===== src/rtl/span_filler.sv =====
// span_filler: queued horizontal/vertical span fill engine for a double-buffered
// 8-bit framebuffer, with a one-deep write-through path sharing the master port.
// Build option: define SPAN_FILLER_CLIP_EN to clamp spans to the visible screen
// and drop spans that start off-screen.
//
// Span geometry: a horizontal command fills row y0 from x=a to x=b; a vertical
// command fills column x=a from row y0 to row b. Either pair of endpoints may
// arrive in either order.
module span_filler #(
  parameter int SCREEN_W   = 480,
  parameter int SCREEN_H   = 272,
  parameter int COORD_W    = 9,
  parameter int ADDR_W     = 16,
  parameter int FIFO_DEPTH = 4
) (
  input  logic              clk,
  input  logic              reset,
  input  logic              avs_slave_write,
  input  logic [ADDR_W:0]   avs_slave_address,
  input  logic [31:0]       avs_slave_writedata,
  input  logic [3:0]        avs_slave_byteenable,
  output logic              avs_slave_waitrequest,
  output logic              avm_fbuff_write,
  output logic [ADDR_W-1:0] avm_fbuff_address,
  output logic [31:0]       avm_fbuff_writedata,
  output logic [3:0]        avm_fbuff_byteenable,
  input  logic              avm_fbuff_waitrequest
);
  localparam int PTR_W = $clog2(FIFO_DEPTH);
  localparam int PIX_W = ADDR_W + 1;
  localparam logic [ADDR_W-2:0] ROW_STEP = (ADDR_W-1)'(SCREEN_W / 4);
  localparam logic [ADDR_W-2:0] COL_STEP = (ADDR_W-1)'(1);
`ifdef SPAN_FILLER_CLIP_EN
  localparam logic [COORD_W-1:0] X_LIM = COORD_W'(SCREEN_W - 1);
  localparam logic [COORD_W-1:0] Y_LIM = COORD_W'(SCREEN_H - 1);
`endif

  typedef struct packed {
    logic [COORD_W-1:0] y0;
    logic               bsel;
    logic [COORD_W-1:0] a;
    logic [COORD_W-1:0] b;
    logic [7:0]         colour;
    logic               vert;
  } cmd_t;

  typedef enum logic [1:0] {IDLE, LOAD, FILL} state_t;

  state_t state_q, state_d;

  // Slave decode
  logic is_wt, is_cmd;
  cmd_t cmd_in;
  assign is_wt  = avs_slave_write &  avs_slave_address[ADDR_W];
  assign is_cmd = avs_slave_write & ~avs_slave_address[ADDR_W];

  // Unpack a command write into its fields
  always_comb begin
    cmd_in.y0     = avs_slave_address[COORD_W-1:0];
    cmd_in.bsel   = avs_slave_address[ADDR_W-1];
    cmd_in.a      = avs_slave_writedata[COORD_W-1:0];
    cmd_in.b      = avs_slave_writedata[2*COORD_W-1:COORD_W];
    cmd_in.colour = avs_slave_writedata[2*COORD_W+7:2*COORD_W];
    cmd_in.vert   = avs_slave_writedata[2*COORD_W+8];
  end

  // Command FIFO (extra pointer bit distinguishes full from empty)
  cmd_t             mem_q [FIFO_DEPTH];
  logic [PTR_W:0]   wptr_q, rptr_q;
  logic             full, empty, push, pop;
  cmd_t             cmd_q;

  assign empty = (wptr_q == rptr_q);
  assign full  = (wptr_q[PTR_W] != rptr_q[PTR_W]) &&
                 (wptr_q[PTR_W-1:0] == rptr_q[PTR_W-1:0]);
  assign pop   = (state_q == IDLE) && !empty;
  // A pop in the same cycle frees a slot, so a full FIFO still takes the push.
  assign push  = is_cmd && (!full || pop);

  // Write-through holding register
  logic              hold_v_q, hold_v_d, hold_load;
  logic [ADDR_W-1:0] hold_addr_q;
  logic [31:0]       hold_data_q;
  logic [3:0]        hold_be_q;
  assign hold_load = is_wt && !hold_v_q;

  assign avs_slave_waitrequest = (is_cmd && full && !pop) || (is_wt && hold_v_q);

  // Master output stage
  logic              wr_q, wr_d;
  logic [ADDR_W-1:0] addr_q, addr_d;
  logic [31:0]       data_q, data_d;
  logic [3:0]        be_q, be_d;
  logic              out_free, fill_go;
  assign out_free = !wr_q || !avm_fbuff_waitrequest;
  // Write-through takes any free beat slot ahead of the fill.
  assign fill_go  = out_free && !hold_v_q && (state_q == FILL);

  assign avm_fbuff_write      = wr_q;
  assign avm_fbuff_address    = addr_q;
  assign avm_fbuff_writedata  = data_q;
  assign avm_fbuff_byteenable = be_q;

  // Active span
  logic [ADDR_W-2:0]  word_q;
  logic [COORD_W-1:0] rem_q;
  logic               first_q, bsel_q, vert_q;
  logic [3:0]         be_first_q, be_last_q, be_mid_q;
  logic [7:0]         colour_q;
  logic [3:0]         fill_be;

  // LOAD-stage span arithmetic
  logic [COORD_W-1:0] p_lo, lo, hi, hi_c, row, col, nbeats_m1;
  logic [PIX_W-1:0]   pix;
  logic [3:0]         be_first, be_last, be_mid;
  logic               discard;
`ifdef SPAN_FILLER_CLIP_EN
  logic [COORD_W-1:0] lim;
`endif

  // Order endpoints, clip if enabled, and derive start word, beat count and masks
  always_comb begin
    p_lo = cmd_q.vert ? cmd_q.y0 : cmd_q.a;
    lo   = (p_lo <= cmd_q.b) ? p_lo : cmd_q.b;
    hi   = (p_lo <= cmd_q.b) ? cmd_q.b : p_lo;
`ifdef SPAN_FILLER_CLIP_EN
    lim     = cmd_q.vert ? Y_LIM : X_LIM;
    discard = (lo > lim);
    hi_c    = (hi > lim) ? lim : hi;
`else
    discard = 1'b0;
    hi_c    = hi;
`endif
    row = cmd_q.vert ? lo : cmd_q.y0;
    col = cmd_q.vert ? cmd_q.a : lo;
    // Truncation to PIX_W bits wraps the word address within one buffer.
    pix = PIX_W'(row) * PIX_W'(SCREEN_W) + PIX_W'(col);
    if (cmd_q.vert) begin
      nbeats_m1 = hi_c - lo;
      be_first  = 4'hF;
      be_last   = 4'hF;
      be_mid    = 4'b0001 << col[1:0];
    end else begin
      // Row base is a multiple of 4, so word span depends only on x.
      nbeats_m1 = COORD_W'(hi_c[COORD_W-1:2] - lo[COORD_W-1:2]);
      be_first  = 4'hF << lo[1:0];
      be_last   = 4'hF >> (2'd3 - hi_c[1:0]);
      be_mid    = 4'hF;
    end
  end

  logic unused_pix;
  assign unused_pix = ^pix[1:0];

  assign fill_be = be_mid_q & (first_q ? be_first_q : 4'hF) &
                   ((rem_q == '0) ? be_last_q : 4'hF);

  // Engine next state
  always_comb begin
    state_d = state_q;
    unique case (state_q)
      IDLE:    if (!empty) state_d = LOAD;
      LOAD:    state_d = discard ? IDLE : FILL;
      FILL:    if (fill_go && rem_q == '0) state_d = IDLE;
      default: state_d = IDLE;
    endcase
  end

  // Output stage next value: hold while stalled, else write-through, else fill
  always_comb begin
    wr_d   = wr_q;
    addr_d = addr_q;
    data_d = data_q;
    be_d   = be_q;
    if (out_free) begin
      if (hold_v_q) begin
        wr_d   = 1'b1;
        addr_d = hold_addr_q;
        data_d = hold_data_q;
        be_d   = hold_be_q;
      end else if (state_q == FILL) begin
        wr_d   = 1'b1;
        addr_d = {bsel_q, word_q};
        data_d = {4{colour_q}};
        be_d   = fill_be;
      end else begin
        wr_d   = 1'b0;
      end
    end
  end

  // Holding register occupancy
  always_comb begin
    hold_v_d = hold_v_q;
    if (out_free && hold_v_q) hold_v_d = 1'b0;
    if (hold_load)            hold_v_d = 1'b1;
  end

  // FIFO storage (contents need no reset; pointers define validity)
  always_ff @(posedge clk) begin
    if (push) mem_q[wptr_q[PTR_W-1:0]] <= cmd_in;
  end

  // Control state, pointers, holding register and output stage
  always_ff @(posedge clk or posedge reset) begin
    if (reset) begin
      state_q     <= IDLE;
      wptr_q      <= '0;
      rptr_q      <= '0;
      cmd_q       <= '0;
      hold_v_q    <= 1'b0;
      hold_addr_q <= '0;
      hold_data_q <= '0;
      hold_be_q   <= '0;
      wr_q        <= 1'b0;
      addr_q      <= '0;
      data_q      <= '0;
      be_q        <= '0;
    end else begin
      state_q  <= state_d;
      hold_v_q <= hold_v_d;
      wr_q     <= wr_d;
      addr_q   <= addr_d;
      data_q   <= data_d;
      be_q     <= be_d;
      if (push) wptr_q <= wptr_q + (PTR_W+1)'(1);
      if (pop) begin
        rptr_q <= rptr_q + (PTR_W+1)'(1);
        cmd_q  <= mem_q[rptr_q[PTR_W-1:0]];
      end
      if (hold_load) begin
        hold_addr_q <= avs_slave_address[ADDR_W-1:0];
        hold_data_q <= avs_slave_writedata;
        hold_be_q   <= avs_slave_byteenable;
      end
    end
  end

  // Span registers: set up in LOAD, stepped once per issued fill beat
  always_ff @(posedge clk or posedge reset) begin
    if (reset) begin
      word_q     <= '0;
      rem_q      <= '0;
      first_q    <= 1'b0;
      bsel_q     <= 1'b0;
      vert_q     <= 1'b0;
      be_first_q <= '0;
      be_last_q  <= '0;
      be_mid_q   <= '0;
      colour_q   <= '0;
    end else if (state_q == LOAD) begin
      word_q     <= pix[PIX_W-1:2];
      rem_q      <= nbeats_m1;
      first_q    <= 1'b1;
      bsel_q     <= cmd_q.bsel;
      vert_q     <= cmd_q.vert;
      be_first_q <= be_first;
      be_last_q  <= be_last;
      be_mid_q   <= be_mid;
      colour_q   <= cmd_q.colour;
    end else if (fill_go) begin
      word_q  <= word_q + (vert_q ? ROW_STEP : COL_STEP);
      rem_q   <= rem_q - COORD_W'(1);
      first_q <= 1'b0;
    end
  end

endmodule


===== config.mk =====
export PLATFORM = sky130hd
export DESIGN_NAME = span_filler
export DESIGN_NICKNAME = d
export VERILOG_FILES = /design/src/rtl/span_filler.sv
export SDC_FILE = /design/constraint.sdc
export NUM_CORES = 1
export LEC_CHECK = 0
export ABC_AREA = 1
export CORE_MARGIN = 2
export CORE_UTILIZATION = 59
export DETAILED_ROUTE_END_ITERATION = 7
export PLACE_DENSITY_LB_ADDON = 0.15
export SLEW_MARGIN = 20
export SYNTH_ARGS = -nofsm -noshare
export SYNTH_HDL_FRONTEND = slang
export SYNTH_SLANG_ARGS = --single-unit

===== constraint.sdc =====
create_clock -name clk -period 8.1 [get_ports clk]
set_input_delay 2.025 -clock clk [delete_from_list [all_inputs] [get_ports clk]]
set_output_delay 2.025 -clock clk [all_outputs]
set_load 0.02 [all_outputs]

==> impl_metrics.yaml, run 1 <==
run_status:
  status: "complete, no violations"
setup_path:
  worst_r2r_path_depth: 36
  cp-endpoint: "word_q[13]"
  cp_common_cell: "nand2_1"
  cp_max_fo: 34
  cp.arrival_ps: 6620
  path_delay_family: "simple AND/OR/NAND/NOR gates"
  max_stage_delay_ps: 560
  slowest_stage: "dfrtp_1"
  setup.worst_path.start: "cmd_q[0]"
  cp-start-kind: "flop"
  r2r_setup_slack_ps: 1840
  r2r_start: "cmd_q[0]"
  critical_path_depth: 36
  critical_path_class: "flop to flop"
  end_kind: "flop"
  cp_num_buf_inv: 5
  crit_required_ps: 8460
  r2r_end: "word_q[13]"
yosys:
  async_flop_share_pct: 57.1
  yosysTopAreaCell: "dfrtp_1"
  syn_area_mm2: 0.0165
  synthAdderAreaFrac_pct: 4.75
  synth_edf_count: 148
  yosys_warnings: 0
  syn_area_per_cell_um2: 9.76
  ys.flop_type: "dfrtp_1"
  ys_seq_area_share_pct: 56.8
  synth_top_area_share_pct: 29.9
  synth.area.mux_share_pct: 3.55
  ys_top_cells_by_area: "dfrtp_1 (30%), edfxtp_1 (27%), nand2_1 (7.1%)"
  yosysUniqueCellTypes: 57
  ys_ff_latch: 345
  netlist_instances: 1691
  yosysMostFrequentCell: "nand2_1"
  syn_nets: 1804
  yosys.area_share.simple_pct: 15.6
  synth_compound_area_share_pct: 12.0
  synth_xor_area_share_pct: 1.38
  synth_top_family_by_area: "simple AND/OR/NAND/NOR gates"
  synth_common_cells: "nand2_1 (311), dfrtp_1 (197), nor2_1 (195), inv_1 (168), o21ai_0 (168)"
timing:
  final_hold_viol_count: 0
  rsz0062_at_grt: "no"
  slew_headroom_pct: 31.8
  period_share_pct: 77.3
  tightest_slew_ps: 1020
  max_clock_freq_mhz: 160
  tns_ps: 0
  drv_slew: 0
  timing.final.ws_setup_ps: 1840
  fin_crit_ps: 6260
  finalSetupViolations: 0
  clock_skew_ps: 22.7
floorplan:
  core.rowCount: 61
  start_util_pct: 59.7
  die_y_um: 171
  ioPinCount: 111
  die-width_um: 171
  dieArea_mm2: 0.0293
  coreArea_mm2: 0.0276
clock_tree:
  htree_levels: 2
  clk_path_buf_depth: 3
  cts-buffers-inserted: 36
  cts_tree: "yes"
  cts_hold_buf: 0
  post-cts-setup-buffers: 0
  cts_sinks: 345
  clock_latency_ps: 530
  clock-root-buffer: "clkbuf_16"
  cts.clk_slew.worst_paths_ps: 60
  cts_resized: 0
routing:
  drtIter0Drc: 1028
  viasPerCell: 5.68
  drc: 0
  firstDrtPassIters: 5
  antenna_left: 0
  vias: 12400
  wl_um: 41800
  wire_per_inst_um: 19.1
global_routing:
  met3_usage_pct: 3.70
  grt_max_degree: 138
  grt_pass1_wl_um: 65600
  overflow: 0
  grt_pass1_vias: 12000
  grt_usage_pct: 29.1
  antenna_found_initial: 0
  met2_usage_pct: 48.5
  use_met1_pct: 40.0
  top_usage_layer: "met2"
placed_design:
  portBuffers: 110
  routabilityCongestion: 0.904
  dp_hpwl_um: 27100
  dp.cells: 2120
  pre_cts_ws_ps: 1940
final_layout:
  drive_gt1_share_pct: 9.90
  syn2layout_area_growth_pct: 16.0
  final_core_utilization_pct: 69.2
  diodes: 0
  finalNetCount: 1893
  stdcell_count: 2186
hold_path:
  hold_class: "flop to flop"
flow_run:
  cap_violations: 0
-- worst min-delay path: stages, from the launching register on --
cell	delay, ps
dfrtp_1	340
nand2_1	50
o21ai_0	60
-- state kept, by name (all words and copies together), names as in the netlist, 8 cells and up --
signal               flops
colour_q                 8
avm_fbuff_writedata     32
word_q                  15
hold_data_q             32
rem_q                    9
hold_addr_q             16
avm_fbuff_address       16
mem_q                  148
cmd_q                   37
-- routing by layer --
layer,share of wire (%),wire length (um)
met1,43,18000
met2,49,20500
met3,5.0,2100
met4,2.7,1130
met5,0,0
-- stage by stage --
| step | hold WS [ps] | area, um2 |
|---|---|---|
| detailed placement | 473 | 17900 |
| global route | 511 | 19100 |
| floorplan | 448 | 16500 |
| CTS | 488 | 19100 |
| global placement | 465 | 17900 |
| finish | 487 | 19100 |
-- how the worst min path moves through the flow --
stage,start,to,slack [ps],cells after the start
global placement,colour_q[1],colour_q[1],470,2
floorplan,be_last_q[0],be_last_q[0],450,2
detailed placement,colour_q[1],colour_q[1],470,2
finish,colour_q[1],colour_q[1],490,2
CTS,colour_q[1],colour_q[1],490,2
global route,colour_q[1],colour_q[1],510,2
-- area by class of cell --
class                   count  area [um2]
fillers                  2154        8500
clock inverters            24         226
well taps                 378         473
inverters                 170         646
flip-flops and latches    345        9380
clock buffers              42         965
repair buffers            129        1240
multi-input cells        1098        6200
-- cell families (layout without fill, tap and decap cells) --
logic type      count (synthesis)  after routing
mux                            52             52
compound gates                348            348
flops                         345            345
fa+ha+maj                      56             56
xor+xnor                       26             26
simple gates                  616            616
buf+inv                       248            365
-- cells in the final DEF (no fill, tap or decap), drive strengths merged, types with 3 or more instances in the layout --
cell type	instances
a21oi	51
a22oi	4
a31oi	54
and2	4
buf	19
bufinv	3
clkbuf	42
clkdlybuf4s50	110
clkinv	21
dfrtp	197
edfxtp	148
fa	11
ha	45
inv	169
mux2	52
nand2	325
nand3	62
nand4	9
nor2	197
nor3	5
o2111ai	4
o211ai	6
o21ai	175
o221ai	3
o22ai	38
or2	10
xnor2	8
xor2	18
Power of run 1 is left out: the tool's default activity adds up to more than one toggle a clock period on the data nets, which glitch-free logic cannot reach.
==> run 2: changes to the inputs <==
==> constraint.sdc (replaced) <==
create_clock -name clk -period 5.9 [get_ports clk]
set_input_delay 1.475 -clock clk [delete_from_list [all_inputs] [get_ports clk]]
set_output_delay 1.475 -clock clk [all_outputs]
set_load 0.02 [all_outputs]
==> impl_metrics.yaml, run 2 (same netlist as run 1, synthesis figures left out) <==
final_layout:
  stdcell_count: 2208
  drive_gt1_share_pct: 11.4
  diodes: 0
  fill_cells: 2091
  finalNetCount: 1914
  largest_reg_flops: 148
  stdcell_area_mm2: 0.0194
  syn2layout_area_growth_pct: 17.8
  final_common_cell: "nand2_1"
  most-common-layout-cells: "nand2_1 (309), dfrtp_1 (194), nor2_1 (191)"
setup_path:
  path_delay_family: "adder cells"
  cp_max_fo: 11
  slowest_stage: "fa_1"
  cp_common_cell: "inv_1"
  crit_required_ps: 6320
  critical_path_class: "flop to flop"
  end_kind: "flop"
  cp_num_buf_inv: 7
  cp.arrival_ps: 5940
  max_stage_delay_ps: 520
  cp-start-kind: "flop"
clock_tree:
  cts_sinks: 345
  cts.clk_slew.worst_paths_ps: 60
  cts_hold_buf: 0
  cts_tree: "yes"
  clock-root-buffer: "clkbuf_16"
  cts-buffers-inserted: 37
  clock_latency_ps: 540
  htree_levels: 2
  clk_path_buf_depth: 3
run_status:
  status: "complete, no violations"
routing:
  vias: 12500
  firstDrtPassIters: 5
  viasPerCell: 5.66
  wl_um: 42000
  antenna_left: 0
  wire_per_inst_um: 19.0
  drtIter0Drc: 1024
  drc: 0
global_routing:
  grt_pass1_vias: 12200
  met2_usage_pct: 49.0
  grt_pass1_wl_um: 65700
  overflow: 0
  use_met1_pct: 39.3
  antenna_found_initial: 0
  grt_usage_pct: 29.2
  top_usage_layer: "met2"
  grt_max_degree: 115
  met3_usage_pct: 4.07
floorplan:
  coreArea_mm2: 0.0276
  die_y_um: 171
  core.rowCount: 61
  start_util_pct: 59.7
  die-width_um: 171
  dieArea_mm2: 0.0293
  ioPinCount: 111
timing:
  tns_ps: 0
  tightest_slew_ps: 1010
  timing.final.ws_setup_ps: 376
  max_clock_freq_mhz: 181
  period_share_pct: 93.6
  drv_slew: 0
  clock_skew_ps: 12.5
  final_hold_viol_count: 0
  finalSetupViolations: 0
  slew_headroom_pct: 32.5
  fin_crit_ps: 5520
hold_path:
  hold_class: "flop to flop"
placed_design:
  dp.cells: 2134
  portBuffers: 110
  routabilityCongestion: 0.905
  postPlaceCellArea_mm2: 0.0181
  dp_hpwl_um: 28000
  pre_cts_ws_ps: 208
flow_run:
  cap_violations: 0
-- run 2: cell types whose count changed in the layout (fill, tap and decap cells not counted), moves of 3 or more --
cell,previous run,this run
clkinv_2,12,7
o21ai_0,168,163
ha_1,45,42
o21ai_1,3,6
clkinv_1,7,11
ha_4,0,3
buf_4,19,36
-- run 2: worst paths after layout --
kind / startpoint / end / slack, ps / cells after the start
setup / recovery: cmd_q[0] / word_q[14] / 380 / 29
hold / removal: wptr_q[2] / wptr_q[2] / 490 / 1
setup reg to reg: cmd_q[0] / word_q[14] / 380 / 29
hold reg to reg: wptr_q[2] / wptr_q[2] / 490 / 1
max in group asynchronous: reset / cmd_q[3] / 3350 / 3
min in group asynchronous: reset / cmd_q[12] / 1250 / 2
-- run 2: timing repair --
| item | in CTS | in global routing |
|---|---|---|
| endpoints found under the setup margin | 0 | 5 |
| hold endpoints to repair | 0 | 0 |
| resized for setup | 0 | 23 |
| buffers inserted | 0 | 5 |
-- run 2: per-layer routing --
metal / share of wire (%) / routed length (um) / up-vias
met4: 3.4 / 1440 / 0
li1: - / - / 5925
met2: 49 / 20400 / 420
met5: 0 / 0 / -
met3: 6.4 / 2700 / 84
met1: 42 / 17400 / 6077
-- run 2: final cells by class --
class / instances / area [um2] / share of cell area (%)
sequential: 345 / 9380 / 48.3
clock buffer: 41 / 951 / 4.89
tap: 378 / 473 / 2.43
clock inverter: 27 / 283 / 1.46
multi-input combinational: 1098 / 6270 / 32.3
timing repair buffer: 149 / 1440 / 7.39
inverter: 170 / 642 / 3.30
-- run 2: through the flow --
step / hold WS, ps / util, %
global placement: 462 / 65.3
detailed placement: 469 / 65.3
floorplan: 448 / -
finish: 486 / 70.3
global route: 501 / 70.3
CTS: 483 / 69.8
Power of run 2 is left out for the same reason.
